`src/rtl/ysyx_23060075_muldiv_iter_if.sv`:
```
// ---------------------------------------------------------------------------
// ysyx_23060075_muldiv_iter_if
// Request/response bundle for the iterative multiply/divide unit.
//   in_valid/in_ready : request handshake (op, a, b travel with it)
//   out_valid/out_ready : response handshake (result, div_by_zero travel with it)
// master = requester/consumer side, slave = the arithmetic unit.
// ---------------------------------------------------------------------------
interface ysyx_23060075_muldiv_iter_if #(
   parameter int data_len = 32
);
   logic                in_valid;
   logic                in_ready;
   logic [2:0]          op;
   logic [data_len-1:0] a;
   logic [data_len-1:0] b;
   logic                out_valid;
   logic                out_ready;
   logic [data_len-1:0] result;
   logic                div_by_zero;

   modport master (
      output in_valid, op, a, b, out_ready,
      input  in_ready, out_valid, result, div_by_zero
   );

   modport slave (
      input  in_valid, op, a, b, out_ready,
      output in_ready, out_valid, result, div_by_zero
   );
endinterface

```
`src/rtl/ysyx_23060075_muldiv_iter.sv`:
```
// ---------------------------------------------------------------------------
// ysyx_23060075_muldiv_iter
// Iterative RISC-V M-extension unit: one shift-add (multiply) or one restoring
// shift-subtract (divide) step per cycle, data_len steps per operation.
//   clk   : clock, rising edge
//   rst   : synchronous active-high reset
//   flush : drop any in-flight operation, return to IDLE
//   io    : slave side of ysyx_23060075_muldiv_iter_if (request/response)
// Build option: define YSYX_23060075_MULDIV_DIV_EN to include the divider.
// Without it, ops 4-7 complete one cycle after accept with result 0.
// ---------------------------------------------------------------------------
module ysyx_23060075_muldiv_iter #(
   parameter int data_len = 32
) (
   input logic                         clk,
   input logic                         rst,
   input logic                         flush,
   ysyx_23060075_muldiv_iter_if.slave  io
);
   localparam int CW = $clog2(data_len) + 1;

   typedef enum logic [1:0] {S_IDLE, S_BUSY, S_DONE} state_t;

   state_t              r_state, w_state_nx;
   logic [2:0]          r_op;
   logic [data_len-1:0] r_hi;      // product high half / partial remainder
   logic [data_len-1:0] r_lo;      // multiplier / dividend shifting into quotient
   logic [data_len-1:0] r_mcand;   // multiplicand or divisor magnitude
   logic                r_neg_q;   // product / quotient needs negation
   logic [CW-1:0]       r_cnt;
   logic [data_len-1:0] r_result;
   logic                r_dbz;

   // ---------------- accept-side decode ----------------
   logic                w_accept, w_bypass, w_byp_dbz, w_sa, w_sb;
   logic [data_len-1:0] w_amag, w_bmag, w_byp_res;

   assign w_accept = (r_state == S_IDLE) && io.in_valid && !flush;
   assign w_sa = (io.op == 3'd1 || io.op == 3'd2 || io.op == 3'd4 || io.op == 3'd6)
                 && io.a[data_len-1];
   assign w_sb = (io.op == 3'd1 || io.op == 3'd4 || io.op == 3'd6) && io.b[data_len-1];
   // -MIN wraps to MIN, which is the correct unsigned magnitude
   assign w_amag = w_sa ? -io.a : io.a;
   assign w_bmag = w_sb ? -io.b : io.b;

`ifdef YSYX_23060075_MULDIV_DIV_EN
   logic r_neg_r;                  // remainder takes the dividend's sign
   logic w_b_zero, w_ovf;
   assign w_b_zero  = (io.b == '0);
   assign w_ovf     = (io.op == 3'd4 || io.op == 3'd6)
                      && (io.a == {1'b1, {(data_len-1){1'b0}}}) && (&io.b);
   assign w_bypass  = io.op[2] && (w_b_zero || w_ovf);
   assign w_byp_dbz = io.op[2] && w_b_zero;
   // op[1] distinguishes REM/REMU from DIV/DIVU
   assign w_byp_res = w_b_zero ? (io.op[1] ? io.a : '1)
                               : (io.op[1] ? '0 : io.a);
`else
   assign w_bypass  = io.op[2];
   assign w_byp_dbz = 1'b0;
   assign w_byp_res = '0;
`endif

   // ---------------- shared step adder ----------------
   logic [data_len:0]   w_opa, w_opb;
   logic [data_len-1:0] w_hi_nx, w_lo_nx;

`ifdef YSYX_23060075_MULDIV_DIV_EN
   // Carry out (bit data_len+1) of shift - divisor signals "no borrow".
   logic [data_len+1:0] w_sum;
   logic [data_len:0]   w_shift;
   logic                w_cin;
   assign w_shift = {r_hi, r_lo[data_len-1]};
   assign w_sum   = {1'b0, w_opa} + {1'b0, w_opb} + {{(data_len+1){1'b0}}, w_cin};
`else
   logic [data_len:0]   w_sum;
   assign w_sum = w_opa + w_opb;
`endif

   always_comb begin
      w_opa = {1'b0, r_hi};
      w_opb = r_lo[0] ? {1'b0, r_mcand} : '0;
`ifdef YSYX_23060075_MULDIV_DIV_EN
      w_cin = 1'b0;
      if (r_op[2]) begin
         w_opa = w_shift;
         w_opb = ~{1'b0, r_mcand};
         w_cin = 1'b1;
      end
`endif
   end

   always_comb begin
      // multiply: add then shift the {hi,lo} pair right by one
      w_hi_nx = w_sum[data_len:1];
      w_lo_nx = {w_sum[0], r_lo[data_len-1:1]};
`ifdef YSYX_23060075_MULDIV_DIV_EN
      if (r_op[2]) begin
         w_hi_nx = w_sum[data_len+1] ? w_sum[data_len-1:0] : w_shift[data_len-1:0];
         w_lo_nx = {r_lo[data_len-2:0], w_sum[data_len+1]};
      end
`endif
   end

   // ---------------- final selection with sign fix ----------------
   logic [2*data_len-1:0] w_prod, w_prod_s;
   logic [data_len-1:0]   w_final;

   assign w_prod   = {w_hi_nx, w_lo_nx};
   assign w_prod_s = r_neg_q ? -w_prod : w_prod;

   always_comb begin
      w_final = (r_op == 3'd0) ? w_prod_s[data_len-1:0] : w_prod_s[2*data_len-1:data_len];
`ifdef YSYX_23060075_MULDIV_DIV_EN
      if (r_op[2])
         w_final = r_op[1] ? (r_neg_r ? -w_hi_nx : w_hi_nx)
                           : (r_neg_q ? -w_lo_nx : w_lo_nx);
`endif
   end

   logic w_last;
   assign w_last = (r_cnt == CW'(data_len - 1));

   // ---------------- FSM ----------------
   always_ff @(posedge clk) begin
      if (rst) r_state <= S_IDLE;
      else     r_state <= w_state_nx;
   end

   always_comb begin
      w_state_nx = r_state;
      case (r_state)
         S_IDLE: if (w_accept) w_state_nx = w_bypass ? S_DONE : S_BUSY;
         S_BUSY: if (w_last) w_state_nx = S_DONE;
         S_DONE: if (io.out_ready) w_state_nx = S_IDLE;
         default: w_state_nx = S_IDLE;
      endcase
      if (flush) w_state_nx = S_IDLE;
   end

   // ---------------- datapath ----------------
   always_ff @(posedge clk) begin
      if (rst) begin
         r_op     <= '0;
         r_hi     <= '0;
         r_lo     <= '0;
         r_mcand  <= '0;
         r_neg_q  <= 1'b0;
         r_cnt    <= '0;
         r_result <= '0;
         r_dbz    <= 1'b0;
`ifdef YSYX_23060075_MULDIV_DIV_EN
         r_neg_r  <= 1'b0;
`endif
      end else if (flush) begin
         r_cnt <= '0;
      end else begin
         case (r_state)
            S_IDLE: if (w_accept) begin
               r_op    <= io.op;
               r_cnt   <= '0;
               r_hi    <= '0;
               r_lo    <= io.op[2] ? w_amag : w_bmag;
               r_mcand <= io.op[2] ? w_bmag : w_amag;
               r_neg_q <= w_sa ^ w_sb;
`ifdef YSYX_23060075_MULDIV_DIV_EN
               r_neg_r <= w_sa;
`endif
               r_dbz   <= w_byp_dbz;
               if (w_bypass) r_result <= w_byp_res;
            end
            S_BUSY: begin
               r_hi  <= w_hi_nx;
               r_lo  <= w_lo_nx;
               r_cnt <= w_last ? '0 : r_cnt + CW'(1);
               if (w_last) r_result <= w_final;
            end
            default: ;
         endcase
      end
   end

   assign io.in_ready    = (r_state == S_IDLE);
   assign io.out_valid   = (r_state == S_DONE);
   assign io.result      = r_result;
   assign io.div_by_zero = r_dbz;
endmodule
```
`src/flat_wrapper.sv`:
```
// flat-port wrapper written by rule: the top's interface ports become plain ports
module ysyx_23060075_muldiv_iter_flat 
#(
   parameter int data_len = 32
)
  (clk, rst, flush, io_in_valid, io_op, io_a, io_b, io_out_ready, io_in_ready, io_out_valid, io_result, io_div_by_zero);
  ysyx_23060075_muldiv_iter_if #(.data_len(data_len)) io_i ();
  input logic clk;
  input logic rst;
  input logic flush;
  input wire logic [$bits(io_i.in_valid)-1:0] io_in_valid;
  input wire logic [$bits(io_i.op)-1:0] io_op;
  input wire logic [$bits(io_i.a)-1:0] io_a;
  input wire logic [$bits(io_i.b)-1:0] io_b;
  input wire logic [$bits(io_i.out_ready)-1:0] io_out_ready;
  output wire logic [$bits(io_i.in_ready)-1:0] io_in_ready;
  output wire logic [$bits(io_i.out_valid)-1:0] io_out_valid;
  output wire logic [$bits(io_i.result)-1:0] io_result;
  output wire logic [$bits(io_i.div_by_zero)-1:0] io_div_by_zero;
  assign io_i.in_valid = io_in_valid;
  assign io_i.op = io_op;
  assign io_i.a = io_a;
  assign io_i.b = io_b;
  assign io_i.out_ready = io_out_ready;
  assign io_in_ready = io_i.in_ready;
  assign io_out_valid = io_i.out_valid;
  assign io_result = io_i.result;
  assign io_div_by_zero = io_i.div_by_zero;
  ysyx_23060075_muldiv_iter #(.data_len(data_len)) u_core (.clk(clk), .rst(rst), .flush(flush), .io(io_i));
endmodule
```
`config.mk`:
```
export PLATFORM = sky130hd
export DESIGN_NAME = ysyx_23060075_muldiv_iter_flat
export DESIGN_NICKNAME = d
export VERILOG_FILES = /design/src/rtl/ysyx_23060075_muldiv_iter_if.sv /design/src/rtl/ysyx_23060075_muldiv_iter.sv /design/src/flat_wrapper.sv
export SDC_FILE = /design/constraint.sdc
export NUM_CORES = 1
export LEC_CHECK = 0
export ABC_AREA = 1
export BUFFER_PORTS_ARGS = -buffer_cell sky130_fd_sc_hd__buf_2
export CELL_PAD_IN_SITES_DETAIL_PLACEMENT = 1
export CELL_PAD_IN_SITES_GLOBAL_PLACEMENT = 2
export CORE_MARGIN = 3
export CORE_UTILIZATION = 34
export DETAILED_ROUTE_END_ITERATION = 10
export HOLD_SLACK_MARGIN = 0.12
export PLACE_DENSITY = 0.94
export SKIP_LAST_GASP = 1
export SLEW_MARGIN = 5
export SYNTH_ARGS = -nofsm -noshare
export SYNTH_HDL_FRONTEND = slang
export SYNTH_SLANG_ARGS = --single-unit
```
`constraint.sdc`:
```
create_clock -name clk -period 5.32 [get_ports clk]
set_clock_uncertainty 0.15 [all_clocks]
set_input_delay 0.266 -clock clk [delete_from_list [all_inputs] [get_ports clk]]
set_output_delay 0.266 -clock clk [all_outputs]
set_load 0.05 [all_outputs]
```
==> results of run 1 <==
==> cell type report <==
cell class,count,area (sq um)
clock buffer,21,470.5
fill,5020,22190
tap,468,585.6
timing repair buffer,146,895.9
multi-input combinational,1689,8379
clock inverter,10,140.1
inverter,327,1227
sequential,140,2805
==> worst reg2reg max path: cells and delay by family, from the launching register on <==
kind	cells	cell delay (ns)
xor+xnor	1	0.35
simple gates	12	1.96
flops	1	0.55
fa+ha+maj	2	0.74
compound gates	1	0.13
buf+inv	1	0.05
==> power by group <==
part | internal, W | leakage, nW | switching [W]
Sequential | 0.00108 | 1.14 | 0.0000496
Clock | 0.000772 | 0.291 | 0.000489
Combinational | 0.000227 | 5.92 | 0.000472
==> placed cells by master (no fill, tap or decap), drive strengths merged, types with 2 or more instances in the layout <==
| cell type | instances |
|---|---|
| and2 | 6 |
| clkbuf | 21 |
| o211ai | 11 |
| nor3 | 25 |
| o21bai | 6 |
| nor4 | 3 |
| xnor2 | 9 |
| ha | 36 |
| a31oi | 18 |
| nor2 | 234 |
| o221ai | 14 |
| o21ai | 96 |
| nand3b | 14 |
| a211oi | 2 |
| nand2 | 763 |
| o22ai | 10 |
| dfxtp | 140 |
| a21o | 2 |
| nand3 | 166 |
| a22oi | 6 |
| dlygate4sd3 | 25 |
| clkinvlp | 3 |
| a221oi | 11 |
| inv | 319 |
| or2 | 9 |
| buf | 121 |
| bufinv | 3 |
| a21oi | 164 |
| clkinv | 12 |
| xor2 | 44 |
| o31ai | 4 |
| nand4 | 25 |
| a41oi | 2 |
==> per-layer routing <==
| layer | part of all wire, % | up-vias | GRT usage (%) |
|---|---|---|---|
| met5 | 0 | - | 0 |
| met4 | 2.3 | 0 | 6.923 |
| met3 | 3.7 | 63 | 2.428 |
| met2 | 48 | 310 | 44.45 |
| met1 | 46 | 7049 | 32.78 |
| li1 | - | 7299 | - |
==> worst paths after layout <==
path | depth (start not counted) | start | endpoint | slack [ns]
max | 17 | u_core.r_lo[0] | u_core.io.result[22] | 1.33
min | 4 | io_a[6] | u_core.r_mcand[6] | 0.14
max reg2reg | 17 | u_core.r_lo[0] | u_core.io.result[22] | 1.33
min reg2reg | 2 | u_core.io.result[1] | u_core.io.result[1] | 0.32
==> logic make-up after synthesis <==
logic type               after synthesis  synth area share, %
other                                  1              0.02952
buffers and inverters                403                12.08
adder cells (fa/ha/maj)               37                3.703
flip-flops                           140                22.06
AO/OA/AOI/OAI                        351                15.78
XOR/XNOR                              53                3.654
AND/OR/NAND/NOR                     1247                42.70
==> metrics by stage <==
step           instances  setup WS (ns)  util (%)  hold slack [ns]
2_1_floorplan       2232          2.286         -           0.2565
3_3_place_gp        2745         0.9543     37.17           0.3036
3_5_place_dp        2745         0.9231     37.17           0.3064
4_1_cts             2801         0.8643     39.52           0.1203
5_1_grt             2801          1.028     39.52           0.1343
6_report            2801          1.327     39.52           0.1372
==> registers in the layout (all words and copies together), names as in the netlist <==
signal	cells
u_core.r_neg_q	1
u_core.r_op	3
u_core.r_hi	32
u_core.r_state	2
u_core.r_cnt	6
u_core.r_mcand	32
u_core.io.result	32
u_core.r_lo	32
==> Yosys cell counts (14+ instances only) <==
library cell  count
nand4_1          22
a21oi_1         160
nand2_2          32
nor2_2           21
inv_1           307
nor3_1           23
o21ai_0          91
ha_1             36
xor2_1           44
nand3b_1         14
o221ai_1         14
nand3_1         153
clkbuf_1         60
dfxtp_1         140
nand2_1         730
nor2_1          201
a31oi_1          18
==> what timing repair did <==
item,in CTS,in global routing
gates resized for setup,0,0
endpoints found under the hold margin,18,0
hold buffers,25,0
==> impl_metrics.yaml, run 1 <==
yosys:
  synth_top_area_share_pct: 22.06
  syn_area_per_cell_sq_um: 5.692
  postSynthNetCount: 2341
  syn_area_sq_mm: 0.01270
  synth-async-reset-ratio_pct: 0
  yosysWarningCount: 0
  synth_seq_cells: 140
  yosys.cell_types.count: 55
  synth_edf_count: 0
  ys_top_cells_by_area: "dfxtp_1 22%, nand2_1 22%, inv_1 9.1%, a21oi_1 6.3%, nand3_1 6.0%"
  synth_seq_area_share_pct: 22.06
  synth_ff_type: "dfxtp_1"
  syn_inst: 2232
  yosysTopAreaCell: "dfxtp_1"
setup_path:
  path_buf_inv: 1
  end_kind: "register"
  critPathArrivalTime_ns: 4.20
  cp_slowest_cell: "dfxtp_2"
  worstPathMaxFanout: 29
  worst_ep_required_time_ns: 5.53
  path_cells: "nand2_1 > inv_1 > ha_1 > fa_1 > xnor2_1 > nand2_1 > nor3_1 > nand4_1 > nor2_2 > nand2_2 > nor2_4 > nand3_2 > nand2_1 > nand2_1 > nand3_1 > nand2_1 > a21oi_1"
  cpMostUsedCell: "nand2_1"
  path_class: "register to register"
  cpPeakStageDelay_ns: 0.55
  critPathTopFamily: "simple AND/OR/NAND/NOR gates"
  start_kind: "register"
grt:
  grt_max_degree: 59
  antenna_found_initial: 0
  overflow: 0
  track_usage_pct: 25.17
  grt_pass1_vias: 14920
  grt_pass1_wl_um: 79470
cells_and_area:
  nets: 2430
  syn_to_final_growth_pct: 14.17
  fin_area_sq_mm: 0.01450
  diodes: 0
  drive_gt1_share_pct: 11.44
clocking:
  numCtsBuffers: 17
  post-cts-setup-buffer-count: 0
  root_buffer: "clkbuf_16"
  htree_levels: 4
  cts_tree: "yes"
  cts.clk_slew.worst_paths_ns: 0.06
  clock_path_buffers: 2
  clock_latency_ns: 0.44
  cts_sinks: 140
power:
  p_leak_nw: 7.346
  powerDensity_mw_per_mm2: 213.3
  ir_drop_mv: 0.1811
  total_power_w: 0.003094
sta:
  hold_viol_final: 0
  finalMaxSlewViolations: 0
  setup_viol: 0
  post-route-min-period_ns: 3.993
  rsz0062_at_grt: "no"
  fmax_ghz: 0.2505
  relSlewSlack_pct: 17.81
  max_slew.worst_pin.slew_ns: 1.225
  tns_ns: 0
  period_share_pct: 75.05
placed_design:
  routabilityCongestion: 0.9318
  placed_area_sq_mm: 0.01364
  hpwl_um: 40230
  port_buffers: 105
floorplan:
  fp-row-count: 70
  die_x_um: 199.3
  dieArea_sq_mm: 0.03972
  io_pins: 107
  die_h_um: 199.3
  start_util_pct: 34.62
  core-area_sq_mm: 0.03670
route:
  num_vias: 14720
  first_iter_violations: 973
  wl_per_cell_um: 17.95
  vias_per_cell: 5.256
  drcViolationCount: 0
  drt.antenna.violating_nets: 0
  postRouteWirelength_um: 50280
  dr.pass1.iters: 5
flow_run:
  maxCapViolations: 0
hold_path:
  hp-class: "input pin to register"
run_status:
  status: "finished clean"
Note: power is estimated with default switching activity, not from simulation.
==> run 2: changes to the inputs <==
--- a/config.mk
+++ b/config.mk
@@ -5,15 +5,15 @@
 export SDC_FILE = /design/constraint.sdc
 export NUM_CORES = 1
 export LEC_CHECK = 0
-export ABC_AREA = 1
+export ABC_AREA = 0
 export BUFFER_PORTS_ARGS = -buffer_cell sky130_fd_sc_hd__buf_2
 export CELL_PAD_IN_SITES_DETAIL_PLACEMENT = 1
 export CELL_PAD_IN_SITES_GLOBAL_PLACEMENT = 2
 export CORE_MARGIN = 3
-export CORE_UTILIZATION = 34
+export CORE_UTILIZATION = 35
 export DETAILED_ROUTE_END_ITERATION = 10
 export HOLD_SLACK_MARGIN = 0.12
-export PLACE_DENSITY = 0.94
+export PLACE_DENSITY = 0.89
 export SKIP_LAST_GASP = 1
 export SLEW_MARGIN = 5
 export SYNTH_ARGS = -nofsm -noshare
==> constraint.sdc (replaced) <==
create_clock -name clk -period 3.9 [get_ports clk]
set_clock_uncertainty 0.15 [all_clocks]
set_input_delay 0.195 -clock clk [delete_from_list [all_inputs] [get_ports clk]]
set_output_delay 0.195 -clock clk [all_outputs]
set_load 0.05 [all_outputs]
==> run 2 against run 1 <==
The run now ends with setup timing left. Sequential power is 35% higher. Cell count fell by 23%. Area after synthesis fell by 12%. Design area fell by 0.78%. Die area fell by 14%.
==> impl_metrics.yaml, run 2 <==
flow_run:
  maxCapViolations: 0
route:
  drt.antenna.violating_nets: 0
  num_vias: 12920
  postRouteWirelength_um: 46990
  wl_per_cell_um: 21.83
  drcViolationCount: 0
  vias_per_cell: 6.002
  dr.pass1.iters: 5
  first_iter_violations: 1114
sta:
  finalMaxSlewViolations: 0
  post-route-min-period_ns: 4.029
  fmax_ghz: 0.2482
  max_slew.worst_pin.slew_ns: 0.8004
  rsz0062_at_grt: "yes"
  setup_viol: 14
  tns_ns: -1.119
  relSlewSlack_pct: 46.08
  period_share_pct: 103.3
  hold_viol_final: 0
  fin_ws_ns: -0.1289
setup_path:
  worstPathMaxFanout: 7
  worst_ep_required_time_ns: 4.10
  start_kind: "register"
  critPathArrivalTime_ns: 4.23
  path_class: "register to register"
  end_kind: "register"
clocking:
  clock_path_buffers: 2
  htree_levels: 4
  root_buffer: "clkbuf_16"
  numCtsBuffers: 17
  cts_tree: "yes"
  cts.clk_slew.worst_paths_ns: 0.07
  clock_latency_ns: 0.46
  cts_sinks: 140
grt:
  overflow: 0
  grt_pass1_vias: 12860
  track_usage_pct: 26.72
  grt_pass1_wl_um: 72350
  grt_max_degree: 89
  antenna_found_initial: 1
yosys:
  syn_inst: 1541
  synth_top_area_share_pct: 24.98
  syn_area_sq_mm: 0.01122
  ys_top_cells_by_area: "dfxtp_1 25%, nor2_1 6.5%, a21oi_1 6.2%, nand2_1 5.8%, xnor2_1 5.1%"
  yosysWarningCount: 0
  synth-async-reset-ratio_pct: 0
  yosysTopAreaCell: "dfxtp_1"
  synth_edf_count: 0
  yosys.cell_types.count: 84
  synth_seq_area_share_pct: 24.98
  synth_ff_type: "dfxtp_1"
  synthTopCellsByCount: "195 x nor2_1, 174 x nand2_1, 140 x dfxtp_1"
  syn_area_per_cell_sq_um: 7.280
  synth_seq_cells: 140
  synth.most_common_cell: "nor2_1"
  postSynthNetCount: 1650
cells_and_area:
  utilization_pct: 46.32
  drive_gt1_share_pct: 23.52
  diodes: 0
  multi_input_area_sq_mm: 0.008391
  regArea_sq_mm: 0.002805
  final_common_cell: "nor2_1"
  n_fill_cell: 3885
  mostFrequentLayoutCells: "193 x nor2_1, 174 x nand2_1, 162 x buf_4"
  syn_to_final_growth_pct: 28.27
  nets: 1852
placed_design:
  routabilityCongestion: 0.8910
  hpwl_um: 34940
  port_buffers: 105
floorplan:
  die_x_um: 185.0
  dieArea_sq_mm: 0.03424
  fp-row-count: 64
  start_util_pct: 36.11
  io_pins: 107
  die_h_um: 185.0
  core-area_sq_mm: 0.03107
run_status:
  violations: "setup timing"
  status: "complete, but fails checks"
power:
  ir_drop_mv: 0.3228
  p_leak_nw: 5.699
  powerDensity_mw_per_mm2: 297.6
hold_path:
  hp-class: "input pin to register"
run 2: cell types whose count changed after synthesis, moves of 32 or more:
cell / delta
nand2_2: -32
and2_1: +42
a211oi_1: +41
nand2_1: -556
inv_1: -290
xnor2_1: +56
nand3_1: -129
clkbuf_1: +36
run 2: power breakdown:
group	total, W	switching, W	leakage, nW	internal, W
logic	0.000998	0.000623	4.27	0.000375
clock network	0.00175	0.000784	0.289	0.000968
registers	0.00153	0.0000551	1.14	0.00148
run 2: per-layer routing:
| layer | GRT usage (%) | wire length (um) | vias to the layer above |
|---|---|---|---|
| li1 | - | - | 6077 |
| met2 | 43.84 | 21840 | 405 |
| met4 | 8.673 | 1352 | 2 |
| met5 | 0 | 13 | - |
| met1 | 35.99 | 21230 | 6358 |
| met3 | 4.163 | 2556 | 75 |
run 2: worst max-delay path, stage by stage, from the launching register on:
cell	delay, ns
dfxtp_2	0.34
and2_4	0.16
ha_4	0.16
fa_2	0.43
a211oi_4	0.30
o21a_1	0.26
buf_6	0.14
o21ai_4	0.06
xor2_2	0.19
or3_4	0.38
or4_4	0.58
o31ai_4	0.28
xnor2_2	0.14
nand2_1	0.08
a32o_1	0.28
run 2: cell type report:
class | instances | share of cell area, %
inverters | 17 | 0.4434
flip-flops and latches | 140 | 19.49
repair buffers | 293 | 14.13
multi-input cells | 1274 | 58.31
well taps | 396 | 3.443
clock inverters | 15 | 1.226
clock buffers | 17 | 2.956
run 2: cells by family (layout without fill, tap and decap cells):
| group | count (synthesis) | in the layout | share of synthesized area [%] |
|---|---|---|---|
| AO/OA/AOI/OAI | 508 | 508 | 30.29 |
| XOR/XNOR | 108 | 108 | 8.432 |
| adder cells (fa/ha/maj) | 37 | 37 | 4.194 |
| buffers and inverters | 127 | 342 | 4.450 |
| flip-flops | 140 | 140 | 24.98 |
| multiplexers | 14 | 14 | 1.372 |
| other | 1 | 1 | 0.03343 |
| AND/OR/NAND/NOR | 606 | 606 | 26.24 |
run 2: timing repair:
item                                    in CTS  in global routing
hold buffers                                20                  0
endpoints found under the setup margin      18                 24
pin swaps                                   14                 31
buffers inserted                             9                 14
gates resized for setup                     27                 58
hold endpoints to repair                    44                  0
run 2: through the flow:
stage	worst slack, ns	hold slack [ns]	total power (W)	cell area [sq um]	std cells
floorplan	-0.01092	0.1810	0.002148	11290	1541
global placement	-0.01424	0.2892	0.002463	13000	2077
detailed placement	-0.1897	0.2944	0.002491	13000	2077
CTS	-0.02372	0.1231	0.004248	14010	2138
global route	-0.2449	0.1495	0.004449	14390	2152
finish	-0.1289	0.1291	0.004282	14390	2152
run 2: worst paths after layout:
check                      start                    to  slack, ns  cells past startpoint
min                      io_a[4]     u_core.r_mcand[4]       0.13                      6
max reg2reg       u_core.r_lo[0]  u_core.io.result[19]      -0.13                     14
max               u_core.r_lo[0]  u_core.io.result[19]      -0.13                     14
min reg2reg  u_core.io.result[8]   u_core.io.result[8]       0.30                      2
==> run 3: changes to the inputs <==
--- a/config.mk
+++ b/config.mk
@@ -10,10 +10,10 @@
 export CELL_PAD_IN_SITES_DETAIL_PLACEMENT = 1
 export CELL_PAD_IN_SITES_GLOBAL_PLACEMENT = 2
 export CORE_MARGIN = 3
-export CORE_UTILIZATION = 35
+export CORE_UTILIZATION = 32
 export DETAILED_ROUTE_END_ITERATION = 10
 export HOLD_SLACK_MARGIN = 0.12
-export PLACE_DENSITY = 0.89
+export PLACE_DENSITY = 0.86
 export SKIP_LAST_GASP = 1
 export SLEW_MARGIN = 5
 export SYNTH_ARGS = -nofsm -noshare
==> constraint.sdc (replaced) <==
create_clock -name clk -period 3.7 [get_ports clk]
set_clock_uncertainty 0.15 [all_clocks]
set_input_delay 0.185 -clock clk [delete_from_list [all_inputs] [get_ports clk]]
set_output_delay 0.185 -clock clk [all_outputs]
set_load 0.05 [all_outputs]
==> run 3 against run 2 <==
The run still ends with setup timing left. Routed wire length increased by 2.8%. Setup slack got worse by 0.26 ns. Via count increased by 0.38%. Fmax decreased by 1.5%. Hold slack got worse by 0.0046 ns. First-iteration DRC count decreased by 21%. Critical path type unchanged. Critical path depth unchanged. Utilization decreased by 1.4 points. Total power increased by 9.1%. Largest cell class unchanged. Non-clock buffer count increased by 56. Cell count increased by 5.0%.
==> impl_metrics.yaml, run 3 (synthesized netlist as in run 2, its figures left out) <==
run_status:
  status: "complete, but fails checks"
  violations: "setup timing"
cells_and_area:
  n_fill_cell: 4248
  drive_gt1_share_pct: 27.21
  diodes: 0
  nets: 1908
  syn_to_final_growth_pct: 36.21
  final_common_cell: "buf_4"
  mostFrequentLayoutCells: "211 x buf_4, 192 x nor2_1, 174 x nand2_1"
power:
  powerDensity_mw_per_mm2: 305.8
  ir_drop_mv: 0.2059
  p_leak_nw: 6.039
placed_design:
  port_buffers: 105
  hpwl_um: 35930
  place_ws_ns: -0.3940
  routabilityCongestion: 0.9043
floorplan:
  io_pins: 107
  core-area_sq_mm: 0.03404
  fp-row-count: 67
  die_h_um: 193.2
  die_x_um: 193.2
  dieArea_sq_mm: 0.03734
  start_util_pct: 32.96
setup_path:
  cp.depth: 14
  rr_endpoint: "u_core.io.result[26]"
  r2r-start: "u_core.r_lo[0]"
  start_kind: "register"
  path_class: "register to register"
  reg2reg_slack_ns: -0.39
  worst_ep_required_time_ns: 3.87
  endpoint: "u_core.io.result[26]"
  cp_slowest_cell: "or4_4"
  path_buf_inv: 1
  cpPeakStageDelay_ns: 0.57
  cp-startpoint: "u_core.r_lo[0]"
  worstPathMaxFanout: 6
  critPathTopFamily: "simple AND/OR/NAND/NOR gates"
  rr_worst_depth: 14
  path_cells: "and2_4 > ha_4 > fa_2 > a211oi_4 > o21a_2 > buf_6 > o21ai_4 > xor2_4 > or4_4 > a2111oi_4 > or4b_4 > o21a_1 > o211ai_1 > nand2_1"
  critPathArrivalTime_ns: 4.26
  end_kind: "register"
clocking:
  htree_levels: 4
  cts.clk_slew.worst_paths_ns: 0.06
  clock_latency_ns: 0.44
  clock_path_buffers: 2
  cts_tree: "yes"
  numCtsBuffers: 17
  root_buffer: "clkbuf_16"
  cts_sinks: 140
hold_path:
  whs_path_depth: 4
  hp-class: "input pin to register"
sta:
  period_share_pct: 110.6
  rsz0062_at_grt: "yes"
  setup_viol: 24
  finalMaxSlewViolations: 0
  fmax_ghz: 0.2445
  hold_viol_final: 0
  tns_ns: -5.600
  relSlewSlack_pct: 32.14
  max_slew.worst_pin.slew_ns: 1.018
  fin_ws_ns: -0.3908
  post-route-min-period_ns: 4.091
grt:
  gr-usage-met1_pct: 32.50
  grt_pass1_vias: 13220
  grt_util_met2_pct: 40.57
  busiest_layer: "met2"
  antenna_found_initial: 2
  met3_usage_pct: 2.383
  overflow: 0
  track_usage_pct: 24.30
  grt_max_degree: 90
  grt_pass1_wl_um: 74260
route:
  wl_per_cell_um: 21.37
  drcViolationCount: 0
  dr.pass1.iters: 5
  postRouteWirelength_um: 48290
  drt.antenna.violating_nets: 0
  num_vias: 12970
  vias_per_cell: 5.737
  first_iter_violations: 875
flow_run:
  maxCapViolations: 0
run 3: worst min-delay path by stage:
stage / slack, ns / startpoint / end
final: 0.12 / io_a[12] / u_core.r_mcand[12]
after global routing: 0.15 / io_a[12] / u_core.r_mcand[12]
after CTS: 0.12 / io_b[19] / u_core.r_mcand[19]
after detailed placement: 0.29 / u_core.io.result[15] / u_core.io.result[15]
after global placement: 0.29 / u_core.io.result[2] / u_core.io.result[2]
after floorplan: 0.17 / io_op[1] / u_core.r_op[1]
run 3: through the flow:
stage	instance area [sq um]	std cells	hold WS (ns)	util (%)	total power [W]
5_1_grt	15280	2260	0.1546	44.90	0.004849
2_1_floorplan	11350	1541	0.1710	-	0.002269
4_1_cts	14860	2256	0.1207	43.66	0.004646
6_report	15280	2260	0.1245	44.90	0.004673
3_5_place_dp	13580	2191	0.2915	39.89	0.002657
3_3_place_gp	13580	2191	0.2934	39.89	0.002627
run 3: timing repair:
item                                    CTS  global route
hold buffers                             19             0
cloned                                    1             0
hold endpoints to repair                 15             0
buffers inserted                         14             9
resized for setup                        63            70
endpoints found under the setup margin   25            26
pin swaps                                31            49
run 3: worst reg2reg max path: stages, from the launching register on:
cell,delay (ns)
dfxtp_4,0.37
and2_4,0.17
ha_4,0.15
fa_2,0.41
a211oi_4,0.29
o21a_2,0.23
buf_6,0.12
o21ai_4,0.07
xor2_4,0.17
or4_4,0.57
a2111oi_4,0.25
or4b_4,0.53
o21a_1,0.20
o211ai_1,0.21
nand2_1,0.08
run 3: metal layers:
| metal | vias up | share of wire [%] |
|---|---|---|
| met5 | - | 0 |
| met4 | 0 | 3.4 |
| met3 | 78 | 4.4 |
| met2 | 325 | 47 |
| met1 | 6360 | 45 |
| li1 | 6203 | - |
run 3: layout make-up:
| class | instances | area [sq um] | area share, % |
|---|---|---|---|
| clock buffer | 22 | 474.2 | 3.103 |
| clock inverter | 10 | 186.4 | 1.220 |
| inverter | 17 | 63.81 | 0.4176 |
| multi-input combinational | 1274 | 8703 | 56.96 |
| sequential | 140 | 2808 | 18.37 |
| tap | 448 | 560.5 | 3.668 |
| timing repair buffer | 349 | 2485 | 16.26 |
run 3: power by group:
part           internal (W)  switching (W)
clock network       0.00125       0.000694
registers           0.00156      0.0000720
logic              0.000429       0.000670
total               0.00324        0.00144
